File: config.mk
export PLATFORM = sky130hd
export DESIGN_NAME = sop_scan_ctrl_flat
export DESIGN_NICKNAME = d
export VERILOG_FILES = /design/src/rtl/sop_scan_ctrl_if.sv /design/src/rtl/sop_scan_ctrl.sv /design/src/flat_wrapper.sv
export SDC_FILE = /design/constraint.sdc
export NUM_CORES = 1
export LEC_CHECK = 0
export CORE_UTILIZATION = 56
export CTS_BUF_LIST = sky130_fd_sc_hd__clkbuf_2
export DETAILED_ROUTE_END_ITERATION = 10
export PLACE_DENSITY = 0.87
export SETUP_SLACK_MARGIN = 0.3
export SYNTH_ARGS = -nofsm -noshare
export SYNTH_HDL_FRONTEND = slang
export SYNTH_SLANG_ARGS = --single-unit
export TNS_END_PERCENT = 10
File: constraint.sdc
create_clock -name clk -period 4.21 [get_ports clk]
set_input_delay 0.6315 -clock clk [delete_from_list [all_inputs] [get_ports clk]]
set_output_delay 0.6315 -clock clk [all_outputs]
set_load 0.02 [all_outputs]
File: src/rtl/sop_scan_ctrl_if.sv
// Bus between the SoP scan sequencer and its user / SoP datapath.
// slave  = the sequencer itself, master = the environment that starts
// sweeps, supplies the golden table and hosts the SoP block.
interface sop_scan_ctrl_if #(
    parameter int N_IN = 4
);
    localparam int TW = 1 << N_IN;

    logic            start;
    logic [TW-1:0]   expected;
    logic [N_IN-1:0] sop_in;
    logic            sop_out;
    logic            busy;
    logic            done;
    logic [TW-1:0]   table_out;
    logic            pass;
    logic [N_IN:0]   err_count;
    logic [N_IN-1:0] mismatch_idx;

    modport master (
        output start, expected, sop_out,
        input  sop_in, busy, done, table_out, pass, err_count, mismatch_idx
    );

    modport slave (
        input  start, expected, sop_out,
        output sop_in, busy, done, table_out, pass, err_count, mismatch_idx
    );
endinterface

File: src/rtl/sop_scan_ctrl.sv
// In-system truth-table sweep of a combinational SoP block.
// Walks every input vector in ascending order, holds each for SETTLE+1
// cycles, samples o1 on the last hold cycle and compares the captured
// table against a golden table latched when the sweep was accepted.
module sop_scan_ctrl #(
    parameter int N_IN   = 4,
    parameter int SETTLE = 1
) (
    input logic           clk,
    input logic           rst,
    sop_scan_ctrl_if.slave bus
);
    localparam int TW = 1 << N_IN;
    localparam int CW = (SETTLE > 0) ? $clog2(SETTLE + 1) : 1;

    localparam logic [CW-1:0]   CNT_LOAD = CW'(SETTLE);
    localparam logic [CW-1:0]   CNT_ONE  = CW'(1);
    localparam logic [N_IN-1:0] IDX_ONE  = N_IN'(1);
    localparam logic [N_IN-1:0] IDX_LAST = N_IN'(TW - 1);
    localparam logic [N_IN:0]   ERR_ONE  = (N_IN + 1)'(1);

    typedef enum logic [1:0] {
        S_IDLE,
        S_HOLD,
        S_DONE
    } state_t;

    state_t          state_q, state_d;
    logic [N_IN-1:0] idx_q;
    logic [CW-1:0]   cnt_q;
    logic [TW-1:0]   exp_q;
    logic [TW-1:0]   table_q;
    logic [N_IN:0]   err_q;
    logic [N_IN-1:0] midx_q;
    logic            pass_q;
    logic            busy_q;
    logic            done_q;

    logic            accept;
    logic            sample;
    logic            last;
    logic            bit_err;
    logic [TW-1:0]   table_nx;

    // Next state plus the per-cycle decode shared with the datapath
    always_comb begin
        state_d  = state_q;
        accept   = 1'b0;
        sample   = 1'b0;
        last     = (idx_q == IDX_LAST);
        bit_err  = (bus.sop_out != exp_q[idx_q]);
        // table was cleared on accept, so OR-ing in the sample is enough
        table_nx = table_q | ({{(TW-1){1'b0}}, bus.sop_out} << idx_q);
        case (state_q)
            S_IDLE: begin
                accept = bus.start;
                if (accept) state_d = S_HOLD;
            end
            S_HOLD: begin
                sample = (cnt_q == '0);
                if (sample && last) state_d = S_DONE;
            end
            S_DONE: begin
                // DONE is a single cycle; a start here restarts immediately
                accept  = bus.start;
                state_d = accept ? S_HOLD : S_IDLE;
            end
            default: state_d = S_IDLE;
        endcase
    end

    // State register
    always_ff @(posedge clk) begin
        if (rst) state_q <= S_IDLE;
        else     state_q <= state_d;
    end

    // Sweep datapath: index/settle counter, capture and compare results
    always_ff @(posedge clk) begin
        if (rst) begin
            idx_q   <= '0;
            cnt_q   <= '0;
            exp_q   <= '0;
            table_q <= '0;
            err_q   <= '0;
            midx_q  <= '0;
            pass_q  <= 1'b0;
            busy_q  <= 1'b0;
            done_q  <= 1'b0;
        end else begin
            done_q <= 1'b0;
            if (accept) begin
                exp_q   <= bus.expected;
                table_q <= '0;
                err_q   <= '0;
                midx_q  <= '0;
                pass_q  <= 1'b0;
                idx_q   <= '0;
                cnt_q   <= CNT_LOAD;
                busy_q  <= 1'b1;
            end else if (sample) begin
                table_q <= table_nx;
                if (bit_err) begin
                    err_q <= err_q + ERR_ONE;
                    if (err_q == '0) midx_q <= idx_q;
                end
                if (!last) begin
                    idx_q <= idx_q + IDX_ONE;
                    cnt_q <= CNT_LOAD;
                end else begin
                    // idx stays at TW-1 so sop_in holds the final vector
                    busy_q <= 1'b0;
                    done_q <= 1'b1;
                    pass_q <= (table_nx == exp_q);
                end
            end else if (state_q == S_HOLD) begin
                cnt_q <= cnt_q - CNT_ONE;
            end
        end
    end

    assign bus.sop_in       = idx_q;
    assign bus.busy         = busy_q;
    assign bus.done         = done_q;
    assign bus.table_out    = table_q;
    assign bus.pass         = pass_q;
    assign bus.err_count    = err_q;
    assign bus.mismatch_idx = midx_q;

endmodule
File: src/flat_wrapper.sv
// flat-port wrapper written by rule: the top's interface ports become plain ports
module sop_scan_ctrl_flat 
#(
    parameter int N_IN   = 4,
    parameter int SETTLE = 1
)
  (clk, rst, bus_start, bus_expected, bus_sop_out, bus_sop_in, bus_busy, bus_done, bus_table_out, bus_pass, bus_err_count, bus_mismatch_idx);
  sop_scan_ctrl_if #(.N_IN(N_IN)) bus_i ();
  input logic clk;
  input logic rst;
  input wire logic [$bits(bus_i.start)-1:0] bus_start;
  input wire logic [$bits(bus_i.expected)-1:0] bus_expected;
  input wire logic [$bits(bus_i.sop_out)-1:0] bus_sop_out;
  output wire logic [$bits(bus_i.sop_in)-1:0] bus_sop_in;
  output wire logic [$bits(bus_i.busy)-1:0] bus_busy;
  output wire logic [$bits(bus_i.done)-1:0] bus_done;
  output wire logic [$bits(bus_i.table_out)-1:0] bus_table_out;
  output wire logic [$bits(bus_i.pass)-1:0] bus_pass;
  output wire logic [$bits(bus_i.err_count)-1:0] bus_err_count;
  output wire logic [$bits(bus_i.mismatch_idx)-1:0] bus_mismatch_idx;
  assign bus_i.start = bus_start;
  assign bus_i.expected = bus_expected;
  assign bus_i.sop_out = bus_sop_out;
  assign bus_sop_in = bus_i.sop_in;
  assign bus_busy = bus_i.busy;
  assign bus_done = bus_i.done;
  assign bus_table_out = bus_i.table_out;
  assign bus_pass = bus_i.pass;
  assign bus_err_count = bus_i.err_count;
  assign bus_mismatch_idx = bus_i.mismatch_idx;
  sop_scan_ctrl #(.N_IN(N_IN), .SETTLE(SETTLE)) u_core (.clk(clk), .rst(rst), .bus(bus_i));
endmodule
==> run metrics, run 1 <==
outcome=completed; total core area=4086 um^2; die area=approximately 4600 um^2; number of max-cap violations=0; # DRC=0; Net Count, Synth=roughly 320; Syn Inst Count=about 290; Slew @ Worst Pin=~890 ps; final setup fails=0; clock latency on the worst-skew pair=approximately 420 ps; DR vias=approximately 2200; starting density of the core=0.5955; CTS tree=yes; remaining antenna violation count=0; Final Skew=~14 ps; leakage=1.123 nW; largest fanout on the critical path=16; drt first pass iters=4; Die W=a little under 70 um; reg2reg setup slack=1510 ps; most frequent cell after synthesis=dfxtp_1; Iter 0 DRT Violations=~140; TritonCTS Buffers=5; post-route minimum period=2702 ps; routability cong.=0.8952; largest net degree at the start of global routing=25; CP required=4560 ps; CTS H-tree depth=2; Crit. Startpoint=u_core.bus.sop_in[0]$_SDFFE_PP0P_; Resized Gates After CTS=0; hold wc startpoint=u_core.bus.mismatch_idx[3]$_SDFFE_PP0P_; CTS root buffer=clkbuf_2; # clock sinks=51; Worst EP arrival=3050 ps; number of global-route vias before repair=about 2000; TNS Setup=0 ps; top_reg_cell synth=dfxtp_1; endpoints failing hold=0; Netlist cell types=38; top cell type's share of synthesized area=0.4195; num ports=52; initial antenna violation count=0; Ys Warns=0; first-pass GRT wire length=between 9000 and 10000 um; relative slew slack=0.4052; Layout Nets=between 300 and 400; Final Non-Filler Cells=386; PD cells=273.6 nW/um^2; Async SR Flop Fraction=0; number of flops mapped to enable cells by yosys=0; RSZ-0062 raised after global routing=no; final wirelength=5589 um; largest buffer count on any clock path=2; Antenna Cells=0; Hold WC Path Type=flip-flop to flip-flop; sequential share of the synthesized area=0.4195; Die Y=approximately 68 um; count of hold-fix buffers inserted at cts=0; Syn Area/Cell=8.277 um^2; crit path capture type=flip-flop; type of the worst setup path=flip-flop to flip-flop; Worst R2R Start=u_core.bus.sop_in[0]$_SDFFE_PP0P_; total track usage=0.2686; Area contributors post-synth=dfxtp_1 (42%), a21oi_1 (10%), nand2_1 (6.9%); most common library cells after synthesis=dfxtp_1 (51), a21oi_1 (50), nand2_1 (45), nor2_1 (29), clkbuf_1 (13); layout cell share with drive strength beyond 1=0.03869; HPWL after detailed placement=approximately 4200 um; Post-CTS Setup Inserts=0; via/cell ratio=around 5.6; area of the mapped netlist=2434 um^2; max frequency=between 300 and 400 MHz; Cell Count Post-Placement=378; area delta synth->final=22.47%; post-synth top area cell=dfxtp_1; Yosys reg bits=just over 50; row cnt=23; maximum VDD drop=about 0.21 mV; gr ovfl total=0; WL per Instance=roughly 14 um; Clock transition at path regs=around 240 ps; Critical Path Source Type=flip-flop; period utilization=0.6417; fin. max-slew vios=0; Port Buffers=between 50 and 60; hold_ws=approximately 500 ps
worst max-delay path, stage by stage, from the launching register on:
cell,delay (ps)
dfxtp_1,780
mux4_1,640
mux2i_1,150
mux2i_1,130
xor2_1,350
nor3b_2,270
mux2_4,310
flip-flops by register name (all words and copies together) (netlist names):
signal                   count
u_core.bus.table_out        16
u_core.exp_q                16
u_core.bus.err_count         5
u_core.bus.mismatch_idx      4
u_core.bus.sop_in            4
u_core.state_q               2
u_core.bus.busy              1
u_core.bus.done              1
u_core.bus.pass              1
u_core.cnt_q                 1
where the power goes:
group	switching [mW]	internal, mW	leakage [nW]
sequential	0.0167	0.498	0.414
clock	0.149	0.0400	0.0281
combinational	0.0584	0.0537	0.681
per-layer routing:
metal / track usage / up-vias / wire [um]
li1: - / 1086 / -
met1: 0.3430 / 1023 / 2541
met2: 0.4449 / 58 / 2764
met3: 0.04167 / 13 / 173
met4: 0.1172 / 0 / 110
met5: 0 / - / 0
worst paths after layout:
check             cells after the start                                       to
setup / recovery                      6     u_core.bus.err_count[3]$_SDFFE_PP0P_
hold / removal                        2  u_core.bus.mismatch_idx[3]$_SDFFE_PP0P_
setup reg to reg                      6     u_core.bus.err_count[3]$_SDFFE_PP0P_
hold reg to reg                       2  u_core.bus.mismatch_idx[3]$_SDFFE_PP0P_
cell type report:
type	instances	area, um^2
clock buffer	6	30.03
clock inverter	2	7.507
fill	357	1106
inverter	8	30.03
multi-input combinational	215	1296
sequential	51	1021
tap	50	62.56
timing repair buffer	54	533.0
metrics by stage:
stage	worst slack (ps)	total power [mW]	cell area [um^2]	utilization
floorplan	1922	0.5940	2434	-
global placement	1516	0.6311	2943	0.7201
finish	1508	0.8153	2980	0.7293
CTS	1526	0.8177	2980	0.7293
global route	1401	0.8525	2980	0.7293
detailed placement	1486	0.6347	2943	0.7201
cells in the final DEF (no fill, tap or decap), types with 2 or more instances in the layout:
cell	netlist	layout
a21oi_1	50	50
and3b_1	2	2
o21ai_0	3	3
nand2b_1	3	3
xor2_1	7	7
mux2i_1	8	8
and3_1	2	2
nand4_1	2	2
nand2_1	45	45
nand3_1	10	10
buf_4	0	3
clkinv_1	0	2
mux4_1	4	4
o22ai_1	2	2
dfxtp_1	51	51
nor2b_1	4	4
xnor2_1	10	10
inv_1	8	8
or3_1	3	3
nor3b_1	3	3
nor3_1	2	2
o31ai_1	3	3
clkbuf_2	0	6
clkdlybuf4s50_1	0	51
a31oi_1	3	3
and2_1	6	6
ha_1	3	3
nor4_1	2	2
nor2_1	29	29
cells by family (layout without fill, tap and decap cells):
family / after synthesis / in the layout / synth area share
buffers and inverters: 28 / 70 / 0.04781
AOI/OAI and AO/OA: 63 / 63 / 0.1388
DFF: 51 / 51 / 0.4195
xor gates and xnor gates: 17 / 17 / 0.06118
and+or+nand+nor: 118 / 118 / 0.2303
muxes: 14 / 14 / 0.08689
adders and majority gates: 3 / 3 / 0.01543
Power figures use the tool's default switching activity.
==> run 2: changes to the inputs <==
CORE_UTILIZATION = 47   (was 56)
PLACE_DENSITY = 0.78   (was 0.87)
clock period = 2.2 ns   (was 4.21 ns; I/O delays follow)
==> run metrics, run 2 (same netlist as run 1, synthesis figures left out) <==
fin. max-slew vios=0 (unchanged); via/cell ratio=5.427 (-3.9%); Antenna Cells=0 (unchanged); max frequency=480.2 MHz (+30%); Post-DP Area=3065 um^2 (+4.2%); Iter 0 DRT Violations=182 (+35%); Critical Path Source Type=flip-flop; # DRC=0 (unchanged); worst setup margin=117.4 ps (-1391 ps); depth of the worst hold-timing path=3 (+1); most frequent cells in the layout=clkdlybuf4s50_1 (51), dfxtp_1 (49), a21oi_1 (48); total track usage=0.2457 (-0.02292); PD cells=537.7 nW/um^2 (+97%); Port Buffers=51 (unchanged); TritonCTS Buffers=5 (unchanged); hold_ws=379.6 ps (-110.4 ps); layout cell share with drive strength beyond 1=0.1278 (+0.08915); Final Skew=26.76 ps (+12.70 ps); type of the worst setup path=flip-flop to flip-flop; num ports=52 (unchanged); largest fanout on the critical path=6 (-10); Worst R2R End=u_core.bus.pass$_SDFFE_PP0P_; number of global-route vias before repair=2069 (+3.0%); die area=5469 um^2 (+19%); CTS tree=yes; final wirelength=6301 um (+13%); CP required=2580 ps (-1980 ps); HPWL after detailed placement=4570 um (+10%); post-route minimum period=2083 ps (-619.0 ps); period utilization=0.9466 (+0.3049); outcome=completed; starting density of the core=0.5019 (-0.09359); Die W=73.96 um (+8.9%); hold wc startpoint=bus_expected[3]; maximum VDD drop=0.3354 mV (+60%); largest net degree at the start of global routing=27 (+8.0%); final setup fails=0 (unchanged); count of hold-fix buffers inserted at cts=0 (unchanged); DR vias=2274 (+4.3%); Clock transition at path regs=250 ps (about the same); hold endpoint=u_core.exp_q[3]$_SDFFE_PP0P_; overall power=1.710 mW (+110%); Slew @ Worst Pin=448.6 ps (-440.3 ps); initial antenna violation count=0 (unchanged); post-layout util=0.6557 (-0.07359); crit path capture type=flip-flop; Fill cells=425 (+19%); Layout Nets=374 (+4.5%); WL per Instance=15.04 um (+3.9%); CTS root buffer=clkbuf_2; reg2reg setup slack=120 ps (-1390 ps); most common cell after layout, fill and taps aside=clkdlybuf4s50_1; endpoints failing hold=0 (unchanged); largest buffer count on any clock path=2 (unchanged); reg2reg path depth=6 (unchanged); Hold WC Path Type=primary input to flip-flop; Design Area, Final=3179 um^2 (+6.7%); relative slew slack=0.6999 (+0.2946); routability cong.=0.9178 (+2.5%); leakage=1.207 nW (+7.5%); total core area=4848 um^2 (+19%); worst slack, placed=-6.552 ps (-1492 ps); Worst R2R Start=u_core.bus.sop_in[1]$_SDFFE_PP0P_; remaining antenna violation count=0 (unchanged); clock latency on the worst-skew pair=450 ps (+30 ps); first-pass GRT wire length=10030 um (+8.4%); gr ovfl total=0 (unchanged); row cnt=25 (+8.7%); number of max-cap violations=0 (unchanged); Worst EP arrival=2470 ps (-580 ps); RSZ-0062 raised after global routing=yes; Die Y=73.96 um (+8.9%); drt first pass iters=4 (unchanged); CTS H-tree depth=2 (unchanged); # clock sinks=51 (unchanged); area delta synth->final=30.64%
run 2: final cells by class:
| cell class | count | area (um^2) | share of cell area |
|---|---|---|---|
| sequential | 51 | 1028 | 0.3235 |
| clock buffer | 5 | 25.02 | 0.007871 |
| inverter | 8 | 30.03 | 0.009445 |
| tap | 67 | 83.83 | 0.02637 |
| multi-input combinational | 215 | 1320 | 0.4152 |
| clock inverter | 3 | 38.79 | 0.01220 |
| timing repair buffer | 70 | 653.1 | 0.2054 |
run 2: worst max path at each step:
| stage | from | endpoint | slack (ps) |
|---|---|---|---|
| 2_1_floorplan | u_core.bus.sop_in[0]$_SDFFE_PP0P_ | u_core.bus.err_count[3]$_SDFFE_PP0P_ | 80 |
| 3_3_place_gp | bus_sop_out | u_core.bus.pass$_SDFFE_PP0P_ | 40 |
| 3_5_place_dp | bus_sop_out | u_core.bus.pass$_SDFFE_PP0P_ | -7 |
| 4_1_cts | u_core.bus.sop_in[0]$_SDFFE_PP0P_ | u_core.bus.err_count[3]$_SDFFE_PP0P_ | 140 |
| 5_1_grt | u_core.bus.sop_in[0]$_SDFFE_PP0P_ | u_core.bus.pass$_SDFFE_PP0P_ | -20 |
| 6_report | u_core.bus.sop_in[1]$_SDFFE_PP0P_ | u_core.bus.pass$_SDFFE_PP0P_ | 120 |
run 2: metal layers:
| metal | GRT usage | up-vias | wire, um |
|---|---|---|---|
| li1 | - | 1112 | - |
| met1 | 0.3225 | 1066 | 2743 |
| met2 | 0.4000 | 85 | 3100 |
| met3 | 0.05149 | 11 | 354 |
| met4 | 0.08974 | 0 | 103 |
| met5 | 0 | - | 0 |
run 2: stage by stage:
step / TNS (ps) / std cells
floorplan: 0 / 294
finish: 0 / 419
global placement: 0 / 410
detailed placement: -6.552 / 410
global route: -20.71 / 419
CTS: 0 / 419
run 2: repair_timing:
item / 4_1_cts / 5_1_grt
setup endpoints to repair: 13 / 23
pin swaps: 1 / 1
setup buffers: 1 / 0
resized for setup: 3 / 8
run 2: critical path, stage by stage, from the launching register on:
cell       delay [ps]
dfxtp_1           510
ha_1              250
nand3_1           110
or3_1             360
a2111oi_0         390
nand3_1           170
o31ai_2           250
run 2: power by group:
group	switching [mW]	internal, mW
sequential	0.0299	0.952
clock	0.297	0.187
combinational	0.123	0.121
